===== src/rtl/mips_pkg.sv =====
// rtl/mips_pkg.sv - shared encodings for the 16-bit single-cycle mips core
// Purpose: opcode and funct codes, ALU operation enum, instruction field widths
//          and the immediate sign-extension helper used by mips and mips_alu.
// Ports:   none (package).
package mips_pkg;

  localparam int DATA_W  = 16;
  localparam int OP_W    = 3;
  localparam int REG_W   = 3;
  localparam int FUNCT_W = 3;
  localparam int IMM_W   = 7;
  localparam int JADDR_W = 13;

  localparam logic [OP_W-1:0] OP_RTYPE = 3'b000;
  localparam logic [OP_W-1:0] OP_ADDI  = 3'b001;
  localparam logic [OP_W-1:0] OP_LW    = 3'b010;
  localparam logic [OP_W-1:0] OP_SW    = 3'b011;
  localparam logic [OP_W-1:0] OP_BEQ   = 3'b100;
  localparam logic [OP_W-1:0] OP_J     = 3'b101;
  localparam logic [OP_W-1:0] OP_SLTI  = 3'b110;
  localparam logic [OP_W-1:0] OP_NOP   = 3'b111;

  localparam logic [FUNCT_W-1:0] FN_ADD = 3'b000;
  localparam logic [FUNCT_W-1:0] FN_SUB = 3'b001;
  localparam logic [FUNCT_W-1:0] FN_AND = 3'b010;
  localparam logic [FUNCT_W-1:0] FN_OR  = 3'b011;
  localparam logic [FUNCT_W-1:0] FN_SLT = 3'b100;
  localparam logic [FUNCT_W-1:0] FN_XOR = 3'b101;

  typedef enum logic [2:0] {
    ALU_ADD   = 3'd0,
    ALU_SUB   = 3'd1,
    ALU_AND   = 3'd2,
    ALU_OR    = 3'd3,
    ALU_SLT   = 3'd4,
    ALU_XOR   = 3'd5,
    ALU_PASS0 = 3'd6
  } alu_op_t;

  function automatic logic [DATA_W-1:0] sext_imm(input logic [IMM_W-1:0] imm);
    return {{(DATA_W-IMM_W){imm[IMM_W-1]}}, imm};
  endfunction

endpackage


===== src/rtl/mips_alu.sv =====
// rtl/mips_alu.sv - combinational 16-bit ALU of the mips core
// Purpose: computes result = a <op> b for the seven ALU operations.
// Ports:   a, b    in  16  operands
//          alu_op  in  3   operation (alu_op_t encoding)
//          result  out 16  operation result; PASS0 yields 0
//          zero    out 1   result == 0 (BEQ equality test after SUB)
module mips_alu
  import mips_pkg::*;
(
  input  logic [DATA_W-1:0] a,
  input  logic [DATA_W-1:0] b,
  input  logic [2:0]        alu_op,
  output logic [DATA_W-1:0] result,
  output logic              zero
);

  always_comb begin
    result = '0;
    case (alu_op)
      ALU_ADD: result = a + b;
      ALU_SUB: result = a - b;
      ALU_AND: result = a & b;
      ALU_OR:  result = a | b;
      ALU_SLT: result = {{(DATA_W-1){1'b0}}, ($signed(a) < $signed(b))};
      ALU_XOR: result = a ^ b;
      default: result = '0;
    endcase
  end

  assign zero = (result == '0);

endmodule


===== src/rtl/mips.sv =====
// rtl/mips.sv - 16-bit single-cycle MIPS-style core with ROM, RAM and register file
// Purpose: fetches, executes and writes back one instruction per clock.
//          IMEM_INIT holds the ROM image, word i at bits [16*i+15:16*i].
// Ports:   clk      in  1   rising-edge clock
//          rst      in  1   asynchronous active-high reset (clears pc, registers, RAM)
//          pc_out   out 16  current PC (byte address)
//          alu_out  out 16  combinational ALU result of the instruction at PC
module mips
  import mips_pkg::*;
#(
  parameter int IMEM_WORDS = 256,
  parameter int DMEM_WORDS = 256,
  parameter logic [IMEM_WORDS*DATA_W-1:0] IMEM_INIT = '0
) (
  input  logic              clk,
  input  logic              rst,
  output logic [DATA_W-1:0] pc_out,
  output logic [DATA_W-1:0] alu_out
);

  localparam int IA_W = $clog2(IMEM_WORDS);
  localparam int DA_W = $clog2(DMEM_WORDS);
  localparam logic [DATA_W-2:0] IMEM_LIMIT = IMEM_WORDS[DATA_W-2:0];

  logic [DATA_W-1:0] pc;
  logic [DATA_W-1:0] instr;
  logic [DATA_W-1:0] rom [IMEM_WORDS];

  logic [2**REG_W-1:0][DATA_W-1:0] regs;
  logic [DMEM_WORDS-1:0][DATA_W-1:0] dmem;

  logic [OP_W-1:0]    op;
  logic [REG_W-1:0]   rs, rt, rd, wr_reg;
  logic [FUNCT_W-1:0] funct;
  logic [DATA_W-1:0]  imm;
  logic [JADDR_W-1:0] jaddr;

  logic [DATA_W-1:0] rs_val, rt_val, alu_b, alu_result, wb_data;
  logic [DATA_W-1:0] pc_plus2, br_target, next_pc;
  logic [DA_W-1:0]   daddr;
  logic              alu_zero;

  alu_op_t alu_op;
  logic    alu_use_imm, reg_we, mem_to_reg, mem_we, is_beq, is_j;

  for (genvar i = 0; i < IMEM_WORDS; i++) begin : g_rom
    assign rom[i] = IMEM_INIT[i*DATA_W +: DATA_W];
  end

  // Words past the ROM read as 0, which decodes as add r0,r0,r0.
  assign instr = (pc[DATA_W-1:1] < IMEM_LIMIT) ? rom[pc[IA_W:1]] : '0;

  assign op    = instr[15:13];
  assign rs    = instr[12:10];
  assign rt    = instr[9:7];
  assign rd    = instr[6:4];
  assign funct = instr[2:0];
  assign imm   = sext_imm(instr[IMM_W-1:0]);
  assign jaddr = instr[JADDR_W-1:0];

  // r0 is never written and resets to 0, so plain indexing reads it as 0.
  assign rs_val = regs[rs];
  assign rt_val = regs[rt];

  always_comb begin
    alu_op      = ALU_ADD;
    alu_use_imm = 1'b0;
    reg_we      = 1'b0;
    wr_reg      = rt;
    mem_to_reg  = 1'b0;
    mem_we      = 1'b0;
    is_beq      = 1'b0;
    is_j        = 1'b0;
    case (op)
      OP_RTYPE: begin
        reg_we = 1'b1;
        wr_reg = rd;
        case (funct)
          FN_SUB:  alu_op = ALU_SUB;
          FN_AND:  alu_op = ALU_AND;
          FN_OR:   alu_op = ALU_OR;
          FN_SLT:  alu_op = ALU_SLT;
          FN_XOR:  alu_op = ALU_XOR;
          default: alu_op = ALU_ADD;
        endcase
      end
      OP_ADDI: begin
        alu_use_imm = 1'b1;
        reg_we      = 1'b1;
      end
      OP_LW: begin
        alu_use_imm = 1'b1;
        reg_we      = 1'b1;
        mem_to_reg  = 1'b1;
      end
      OP_SW: begin
        alu_use_imm = 1'b1;
        mem_we      = 1'b1;
      end
      OP_BEQ: begin
        alu_op = ALU_SUB;
        is_beq = 1'b1;
      end
      OP_J: begin
        alu_op = ALU_PASS0;
        is_j   = 1'b1;
      end
      OP_SLTI: begin
        alu_op      = ALU_SLT;
        alu_use_imm = 1'b1;
        reg_we      = 1'b1;
      end
      default: alu_op = ALU_PASS0;
    endcase
  end

  assign alu_b = alu_use_imm ? imm : rt_val;

  mips_alu u_alu (
    .a      (rs_val),
    .b      (alu_b),
    .alu_op (alu_op),
    .result (alu_result),
    .zero   (alu_zero)
  );

  // Effective address bit 0 and bits above the RAM depth are dropped.
  assign daddr   = alu_result[DA_W:1];
  assign wb_data = mem_to_reg ? dmem[daddr] : alu_result;

  assign pc_plus2  = pc + 16'd2;
  assign br_target = pc_plus2 + {imm[DATA_W-2:0], 1'b0};

  always_comb begin
    next_pc = pc_plus2;
    if (is_j)
      next_pc = {pc_plus2[15:14], jaddr, 1'b0};
    else if (is_beq && alu_zero)
      next_pc = br_target;
  end

  // PC, register and RAM updates share one edge; LW in the same cycle as a
  // write to its address sees the pre-edge contents.
  always_ff @(posedge clk or posedge rst) begin
    if (rst) begin
      pc   <= '0;
      regs <= '0;
      dmem <= '0;
    end else begin
      pc <= next_pc;
      if (reg_we && (wr_reg != '0))
        regs[wr_reg] <= wb_data;
      if (mem_we)
        dmem[daddr] <= rt_val;
    end
  end

  assign pc_out  = pc;
  assign alu_out = alu_result;

endmodule


===== config.mk =====
export PLATFORM = sky130hd
export DESIGN_NAME = mips
export DESIGN_NICKNAME = d
export VERILOG_FILES = /design/src/rtl/mips_pkg.sv /design/src/rtl/mips_alu.sv /design/src/rtl/mips.sv
export SDC_FILE = /design/constraint.sdc
export NUM_CORES = 1
export LEC_CHECK = 0
export BUFFER_PORTS_ARGS = -buffer_cell sky130_fd_sc_hd__buf_2
export CAP_MARGIN = 20
export CORE_MARGIN = 2
export CORE_UTILIZATION = 60
export CTS_BUF_LIST = sky130_fd_sc_hd__clkbuf_4 sky130_fd_sc_hd__clkbuf_8
export DETAILED_ROUTE_END_ITERATION = 12
export PLACE_DENSITY = 0.88
export SKIP_LAST_GASP = 1
export SYNTH_ARGS = -nofsm -noshare
export SYNTH_HDL_FRONTEND = slang
export SYNTH_HIERARCHICAL = 1
export SYNTH_SLANG_ARGS = --single-unit

===== constraint.sdc =====
create_clock -name clk -period 1.8 [get_ports clk]
set_clock_uncertainty 0.05 [all_clocks]
set_input_delay 0.18 -clock clk [delete_from_list [all_inputs] [get_ports clk]]
set_output_delay 0.18 -clock clk [all_outputs]
set_load 0.01 [all_outputs]

==> results.py, run 1 <==
metrics = {
    "outcome": {
        "status": "finished clean",
    },
    "worst_setup_path": {
        "r2r_slack_ns": 0.37,
        "crit_path_top_delay_cell": "dfrtp_1",
        "regToRegEndpoint": "pc_out[15]",
        "r2r_start": "pc_out[1]",
        "critPathTopFamily": "simple AND/OR/NAND/NOR gates",
        "crit_required_ns": 1.93,
        "worstSetupEndpointType": "flip-flop",
        "worstSetupPathType": "flip-flop to flip-flop",
        "slowest_delay_ns": 0.42,
        "cp_max_fo": 6,
        "cp-start-kind": "flip-flop",
        "critPathArrivalTime_ns": 1.55,
        "crit_start": "pc_out[1]",
        "path_cells": "ha_1, nand2_1, nor4_2, xor2_1",
        "r2r_cells": 4,
        "path_buf_inv": 0,
    },
    "grt": {
        "grt_pass1_vias": 3253,
        "grt_pass1_wl_um": 14100,
        "grt_overflow": 0,
        "grtUsageTotal_pct": 27.8,
        "grt_start_max_net_pins": 29,
        "antenna_found_initial": 0,
    },
    "cts": {
        "path_clk_slew_ns": 0.06,
        "cts_buffer_depth": 2,
        "cts-root-buf": "clkbuf_8",
        "clkLatencyLatePin_ns": 0.25,
        "clock_sinks": 15,
        "numCtsBuffers": 3,
        "hold_buffers": 1,
        "tritoncts": "done",
        "cts_resized": 0,
        "post_cts_buffers": 0,
        "htreeDepth": 1,
    },
    "layout": {
        "area_growth_pct": 12.1,
        "layout-drive-gt1-share_pct": 7.84,
        "final_common_cell": "conb_1",
        "largest_reg_flops": 15,
        "final_nets": 592,
        "diodes": 0,
        "final_cell_mix": "92 x conb_1, 51 x inv_1, 51 x ha_1",
    },
    "detailed_routing": {
        "wl_per_cell_um": 14.3,
        "vias": 3523,
        "wl_um": 8680,
        "drt-initial-drc-count": 357,
        "via_per_inst": 5.79,
        "drt_pass1_iterations": 6,
        "drc": 0,
        "final_antenna_net_count": 0,
    },
    "synth": {
        "synthesis.area_um2": 3350,
        "syn_inst": 447,
        "avgSynthCellArea_um2": 7.49,
        "yosysWarningCount": 6,
    },
    "place": {
        "post-place-ws_ns": 0.393,
        "io_buffer_count": 16,
        "place_congestion": 0.987,
        "dp_hpwl_um": 6560,
    },
    "hold_path": {
        "min_from": "pc_out[15]",
        "hold_end": "pc_out[15]",
        "hp-class": "flip-flop to flip-flop",
        "hold_depth": 1,
    },
    "pwr": {
        "total_power_uw": 1450,
        "p_leak_uw": 0.00168,
        "power_per_cell_area_nw_per_um2": 386,
        "vdd.ir_drop.worst_v": 0.000353,
    },
    "timing": {
        "rsz0062_at_grt": "no",
        "period_share_pct": 79.2,
        "max_slew_margin_pct": 62.2,
        "worst_slack_ns": 0.374,
        "timing.fmax_mhz": 701,
        "period_minus_slack_ns": 1.43,
        "hold_viol": 0,
        "whs_ns": 0.427,
        "setup_viol": 0,
        "slew_viol_final": 0,
        "worst_slew_pin_slew_ns": 0.566,
        "fin_tns_setup_ns": 0,
    },
    "floorplan": {
        "dieHeight_um": 78.7,
        "row_count": 27,
        "io_pins": 34,
        "dieWidth_um": 78.7,
        "core_um2": 5440,
        "start_util_pct": 61.5,
        "die_area_um2": 6190,
    },
    "flow_run": {
        "max_cap_violations": 0,
    },
}
==> routing by layer <==
metal	vias up	track usage [%]	routed length [um]
met4	0	13.9	305
met2	186	48.7	4230
met1	1619	33.1	3400
li1	1681	-	-
met5	-	0	0
met3	37	3.68	747
==> worst reg2reg max path, cell delays in order, from the launching register on <==
cell and delay (ns):
dfrtp_1 0.42, ha_1 0.25, nand2_1 0.15, nor4_2 0.31
xor2_1 0.17
==> worst max path at each step <==
stage            endpoint  slack, ns  cells past startpoint
2_1_floorplan  pc_out[15]       0.45                      4
3_3_place_gp   pc_out[15]       0.47                      4
3_5_place_dp   pc_out[15]       0.39                      4
4_1_cts        pc_out[15]       0.37                      4
5_1_grt        pc_out[11]       0.22                      4
6_report       pc_out[15]       0.37                      4
==> where the power goes <==
group / leakage [uW] / switching (uW) / internal, uW
Sequential: 0.000195 / 0 / 337
Clock: 0.0000262 / 114 / 172
Combinational: 0.00146 / 519 / 304
==> metrics by stage <==
stage | utilization, % | cell area [um2] | instances
2_1_floorplan | - | 3690 | 538
3_3_place_gp | 67.9 | 3690 | 603
3_5_place_dp | 67.9 | 3690 | 603
4_1_cts | 69.0 | 3750 | 608
5_1_grt | 69.0 | 3750 | 608
6_report | 69.0 | 3750 | 608
==> final cells by class <==
type	instances	area [um2]
inverter	51	191
multi-input combinational	449	2960
sequential	15	375
timing repair buffer	17	90.1
tap	72	90.1
fill	499	1690
clock buffer	4	48.8
No activity file was read; power rests on OpenSTA's default activity.
==> inputs of run 2 (changes only) <==
==> constraint.sdc (replaced) <==
create_clock -name clk -period 1.35 [get_ports clk]
set_clock_uncertainty 0.05 [all_clocks]
set_input_delay 0.135 -clock clk [delete_from_list [all_inputs] [get_ports clk]]
set_output_delay 0.135 -clock clk [all_outputs]
set_load 0.01 [all_outputs]
==> run 2 against run 1 <==
Against the previous run: critical path depth is the same; first-iteration DRC count shrank 11%; power grew 33%; setup slack lost 0.33 ns; highest routed layer unchanged.
==> results.py, run 2 (synthesis results as in run 1) <==
metrics = {
    "grt": {
        "grt_pass1_wl_um": 15000,
        "grtUsageTotal_pct": 29.4,
        "grt_pass1_vias": 3395,
        "grt_overflow": 0,
        "grt_start_max_net_pins": 29,
        "antenna_found_initial": 0,
    },
    "timing": {
        "timing.fmax_mhz": 768,
        "hold_viol": 0,
        "rsz0062_at_grt": "yes",
        "period_minus_slack_ns": 1.30,
        "slew_viol_final": 0,
        "worst_slack_ns": 0.0487,
        "max_slew_margin_pct": 62.6,
        "period_share_pct": 96.4,
        "worst_slew_pin_slew_ns": 0.560,
        "setup_viol": 0,
        "whs_ns": 0.429,
    },
    "worst_setup_path": {
        "worstSetupPathType": "flip-flop to flip-flop",
        "slowest_delay_ns": 0.39,
        "r2r_cells": 4,
        "crit_path_top_delay_cell": "dfrtp_1",
        "path_buf_inv": 1,
        "critPathTopFamily": "simple AND/OR/NAND/NOR gates",
        "cp_max_fo": 4,
        "regToRegEndpoint": "pc_out[12]",
        "path_cells": "nand4_1, buf_4, nor3_1, xnor2_1",
        "critPathArrivalTime_ns": 1.43,
        "cp-start-kind": "flip-flop",
        "worstSetupEndpointType": "flip-flop",
        "r2r_slack_ns": 0.05,
        "crit_required_ns": 1.48,
        "r2r_start": "pc_out[11]",
    },
    "detailed_routing": {
        "final_antenna_net_count": 0,
        "drt_pass1_iterations": 5,
        "vias": 3509,
        "drc": 0,
        "drt-initial-drc-count": 318,
        "wl_per_cell_um": 14.3,
        "via_per_inst": 5.71,
        "wl_um": 8790,
    },
    "cts": {
        "clkLatencyLatePin_ns": 0.25,
        "htreeDepth": 1,
        "tritoncts": "done",
        "path_clk_slew_ns": 0.06,
        "clock_sinks": 15,
        "cts-root-buf": "clkbuf_8",
        "numCtsBuffers": 3,
        "cts_buffer_depth": 2,
    },
    "place": {
        "dp_hpwl_um": 6700,
        "post-place-ws_ns": 0.0531,
        "io_buffer_count": 16,
        "place_congestion": 0.924,
    },
    "layout": {
        "layout-drive-gt1-share_pct": 9.59,
        "final_common_cell": "conb_1",
        "final_nets": 598,
        "final_cell_mix": "92 x conb_1, 51 x inv_1, 51 x ha_1",
        "diodes": 0,
        "largest_reg_flops": 15,
        "fill_cells": 465,
        "area_growth_pct": 13.8,
    },
    "floorplan": {
        "dieWidth_um": 78.7,
        "row_count": 27,
        "io_pins": 34,
        "die_area_um2": 6190,
        "core_um2": 5440,
        "dieHeight_um": 78.7,
        "start_util_pct": 61.5,
    },
    "outcome": {
        "status": "finished clean",
    },
    "flow_run": {
        "max_cap_violations": 0,
    },
    "hold_path": {
        "hp-class": "input pin to asynchronous set/reset pin",
    },
    "pwr": {
        "p_leak_uw": 0.00171,
        "total_power_uw": 1930,
        "vdd.ir_drop.worst_v": 0.000491,
        "power_per_cell_area_nw_per_um2": 506,
    },
}
==> run 2: worst reg2reg max path, stage by stage (launching register included) <==
cell and delay [ns]:
dfrtp_1 0.39, nand4_1 0.24, buf_4 0.21, nor3_1 0.20, xnor2_1 0.14
==> run 2: routing by layer <==
metal  vias up  wire length (um)  global-route usage (%)
met5         -                 0                       0
met4         0               299                    13.9
met3        35               747                    4.37
li1       1689                 -                       -
met1      1592              3390                    35.2
met2       193              4350                    51.5
==> run 2: where the power goes <==
group          internal, uW  switching, uW
Sequential              450              0
Combinational           405            688
Clock                   229            154
Total                  1080            842
==> run 2: repair_timing <==
action | CTS | global route
buffers inserted | 0 | 1
endpoints found under the hold margin | 15 | 0
hold buffers | 1 | 0
endpoints found under the setup margin | 0 | 4
resized for setup | 0 | 4
==> run 2: area by class of cell <==
class                   instances  area [um2]  area share [%]
flip-flops and latches         15         378            9.92
inverters                      51         191            5.03
well taps                      72        90.1            2.37
multi-input cells             449        2960            77.9
clock buffers                   4        48.8            1.28
repair buffers                 23         135            3.55
==> run 2: worst max-delay path by stage <==
| stage | from | end | slack (ns) | depth (start not counted) |
|---|---|---|---|---|
| 6_report | pc_out[11] | pc_out[12] | 0.05 | 4 |
| 5_1_grt | pc_out[5] | pc_out[15] | -0.02 | 3 |
| 2_1_floorplan | pc_out[1] | pc_out[15] | 0.003 | 4 |
| 3_3_place_gp | pc_out[8] | pc_out[14] | 0.13 | 3 |
| 3_5_place_dp | pc_out[4] | pc_out[14] | 0.05 | 3 |
| 4_1_cts | pc_out[3] | pc_out[11] | 0.03 | 3 |
==> run 2: through the flow <==
| stage | instances | TNS [ns] | instance area, um2 | utilization (%) |
|---|---|---|---|---|
| final | 614 | 0 | 3810 | 70.0 |
| after floorplan | 538 | 0 | 3690 | - |
| after CTS | 613 | 0 | 3790 | 69.7 |
| after global placement | 608 | 0 | 3730 | 68.6 |
| after detailed placement | 608 | 0 | 3730 | 68.6 |
| after global routing | 614 | -0.0956 | 3810 | 70.0 |
==> inputs of run 3 (changes only) <==
--- a/config.mk
+++ b/config.mk
@@ -5,13 +5,13 @@
 export SDC_FILE = /design/constraint.sdc
 export NUM_CORES = 1
 export LEC_CHECK = 0
-export BUFFER_PORTS_ARGS = -buffer_cell sky130_fd_sc_hd__buf_2
 export CAP_MARGIN = 20
 export CORE_MARGIN = 2
 export CORE_UTILIZATION = 60
 export CTS_BUF_LIST = sky130_fd_sc_hd__clkbuf_4 sky130_fd_sc_hd__clkbuf_8
 export DETAILED_ROUTE_END_ITERATION = 12
-export PLACE_DENSITY = 0.88
+export DONT_BUFFER_PORTS = 1
+export PLACE_DENSITY = 0.83
 export SKIP_LAST_GASP = 1
 export SYNTH_ARGS = -nofsm -noshare
 export SYNTH_HDL_FRONTEND = slang
==> run 3 against run 2 <==
Against the previous run: power shrank 0.89%; flip-flop and latch count is the same; fmax grew 2.2%; critical endpoint is now pc_out[15]; hold slack lost 0.084 ns; largest cell class unchanged; highest routed layer unchanged; critical path type unchanged; largest power group unchanged.
==> results.py, run 3 (synthesis results as in run 1) <==
metrics = {
    "layout": {
        "final_cell_mix": "92 x conb_1, 51 x inv_1, 51 x ha_1",
        "diodes": 0,
        "seqCellArea_um2": 375,
        "final_common_cell": "conb_1",
        "area_growth_pct": 12.9,
        "multi_input_area_um2": 2970,
        "final_nets": 589,
        "fill_cells": 487,
        "largest_reg_flops": 15,
        "layout-drive-gt1-share_pct": 7.50,
    },
    "pwr": {
        "p_leak_uw": 0.00168,
        "power_per_cell_area_nw_per_um2": 505,
        "vdd.ir_drop.worst_v": 0.000517,
    },
    "worst_setup_path": {
        "crit_required_ns": 1.48,
        "worstSetupEndpointType": "flip-flop",
        "crit_path_top_delay_cell": "dfrtp_1",
        "r2r_cells": 4,
        "slowest_delay_ns": 0.37,
        "cp_max_fo": 3,
        "worstSetupPathType": "flip-flop to flip-flop",
        "critPathArrivalTime_ns": 1.40,
        "cp-start-kind": "flip-flop",
        "path_cells": "nand4_1, buf_4, nor4_4, xor2_1",
    },
    "cts": {
        "cts_buffer_depth": 2,
        "clkLatencyLatePin_ns": 0.25,
        "path_clk_slew_ns": 0.06,
        "clock_sinks": 15,
        "htreeDepth": 1,
        "numCtsBuffers": 3,
        "cts-root-buf": "clkbuf_8",
        "tritoncts": "done",
    },
    "timing": {
        "timing.fmax_mhz": 785,
        "max_slew_margin_pct": 61.3,
        "period_minus_slack_ns": 1.27,
        "fin_tns_setup_ns": 0,
        "setup_viol": 0,
        "worst_slew_pin_slew_ns": 0.580,
        "hold_viol": 0,
        "worst_slack_ns": 0.0764,
        "period_share_pct": 94.3,
        "slew_viol_final": 0,
        "rsz0062_at_grt": "yes",
    },
    "floorplan": {
        "io_pins": 34,
        "die_area_um2": 6190,
        "core_um2": 5440,
        "row_count": 27,
        "start_util_pct": 61.5,
        "dieHeight_um": 78.7,
        "dieWidth_um": 78.7,
    },
    "grt": {
        "grt_pass1_vias": 3238,
        "grt_start_max_net_pins": 29,
        "grtUsageTotal_pct": 28.9,
        "grt_overflow": 0,
        "antenna_found_initial": 0,
        "grt_pass1_wl_um": 14600,
    },
    "detailed_routing": {
        "via_per_inst": 5.79,
        "drc": 0,
        "wl_um": 8930,
        "vias": 3500,
        "drt-initial-drc-count": 310,
        "drt_pass1_iterations": 5,
        "final_antenna_net_count": 0,
        "wl_per_cell_um": 14.8,
    },
    "place": {
        "post-place-ws_ns": 0.0744,
        "io_buffer_count": 0,
        "place_congestion": 0.969,
        "dp_hpwl_um": 6630,
    },
    "outcome": {
        "status": "finished clean",
    },
    "hold_path": {
        "hp-class": "input pin to asynchronous set/reset pin",
    },
    "flow_run": {
        "max_cap_violations": 0,
    },
}
[run 3: path summary, 6_finish.rpt]
kind	from	slack, ns	endpoint
max	pc_out[9]	0.08	pc_out[15]
min	rst	0.35	pc_out[13]
max reg2reg	pc_out[9]	0.08	pc_out[15]
min reg2reg	pc_out[1]	0.47	pc_out[2]
max in group asynchronous	rst	0.52	pc_out[2]
min in group clk	pc_out[1]	0.47	pc_out[2]
[run 3: power breakdown]
part           internal, uW  leakage [uW]  switching [uW]
Combinational           405       0.00146             689
Sequential              450      0.000195               0
Clock                   204     0.0000255             161
[run 3: area by class of cell]
cell class,count,share of cell area [%]
Clock buffer,3,1.09
Multi-Input combinational cell,449,78.5
Tap cell,72,2.38
Sequential cell,15,9.93
Clock inverter,1,0.132
Inverter,51,5.07
Timing Repair Buffer,14,2.85
[run 3: stage by stage]
stage	util [%]	power [uW]	cells	instance area, um2	hold WS [ns]
floorplan	-	1350	538	3690	-0.0135
global placement	68.0	1310	598	3700	0.0415
detailed placement	68.0	1310	598	3700	0.0636
CTS	69.0	1670	603	3750	0.365
global route	69.5	2050	605	3780	0.391
finish	69.5	1910	605	3780	0.346
[run 3: worst max-delay path: cells and delay by family (launching register included)]
kind | cells | cell delay (ns)
AND/OR/NAND/NOR | 2 | 0.41
flip-flops | 1 | 0.37
buffers and inverters | 1 | 0.21
XOR/XNOR | 1 | 0.16
[run 3: what timing repair did]
action | in CTS | in global routing
hold buffers | 1 | 0
gates resized for setup | 0 | 2
hold endpoints to repair | 15 | 0
setup buffers | 0 | 2
endpoints found under the setup margin | 0 | 2
[run 3: metal layers]
| layer | GRT usage, % | vias up | part of all wire (%) |
|---|---|---|---|
| li1 | - | 1684 | - |
| met4 | 13.0 | 0 | 2.9 |
| met2 | 51.2 | 191 | 49 |
| met1 | 34.3 | 1593 | 39 |
| met3 | 3.91 | 32 | 8.6 |
| met5 | 0 | - | 0 |
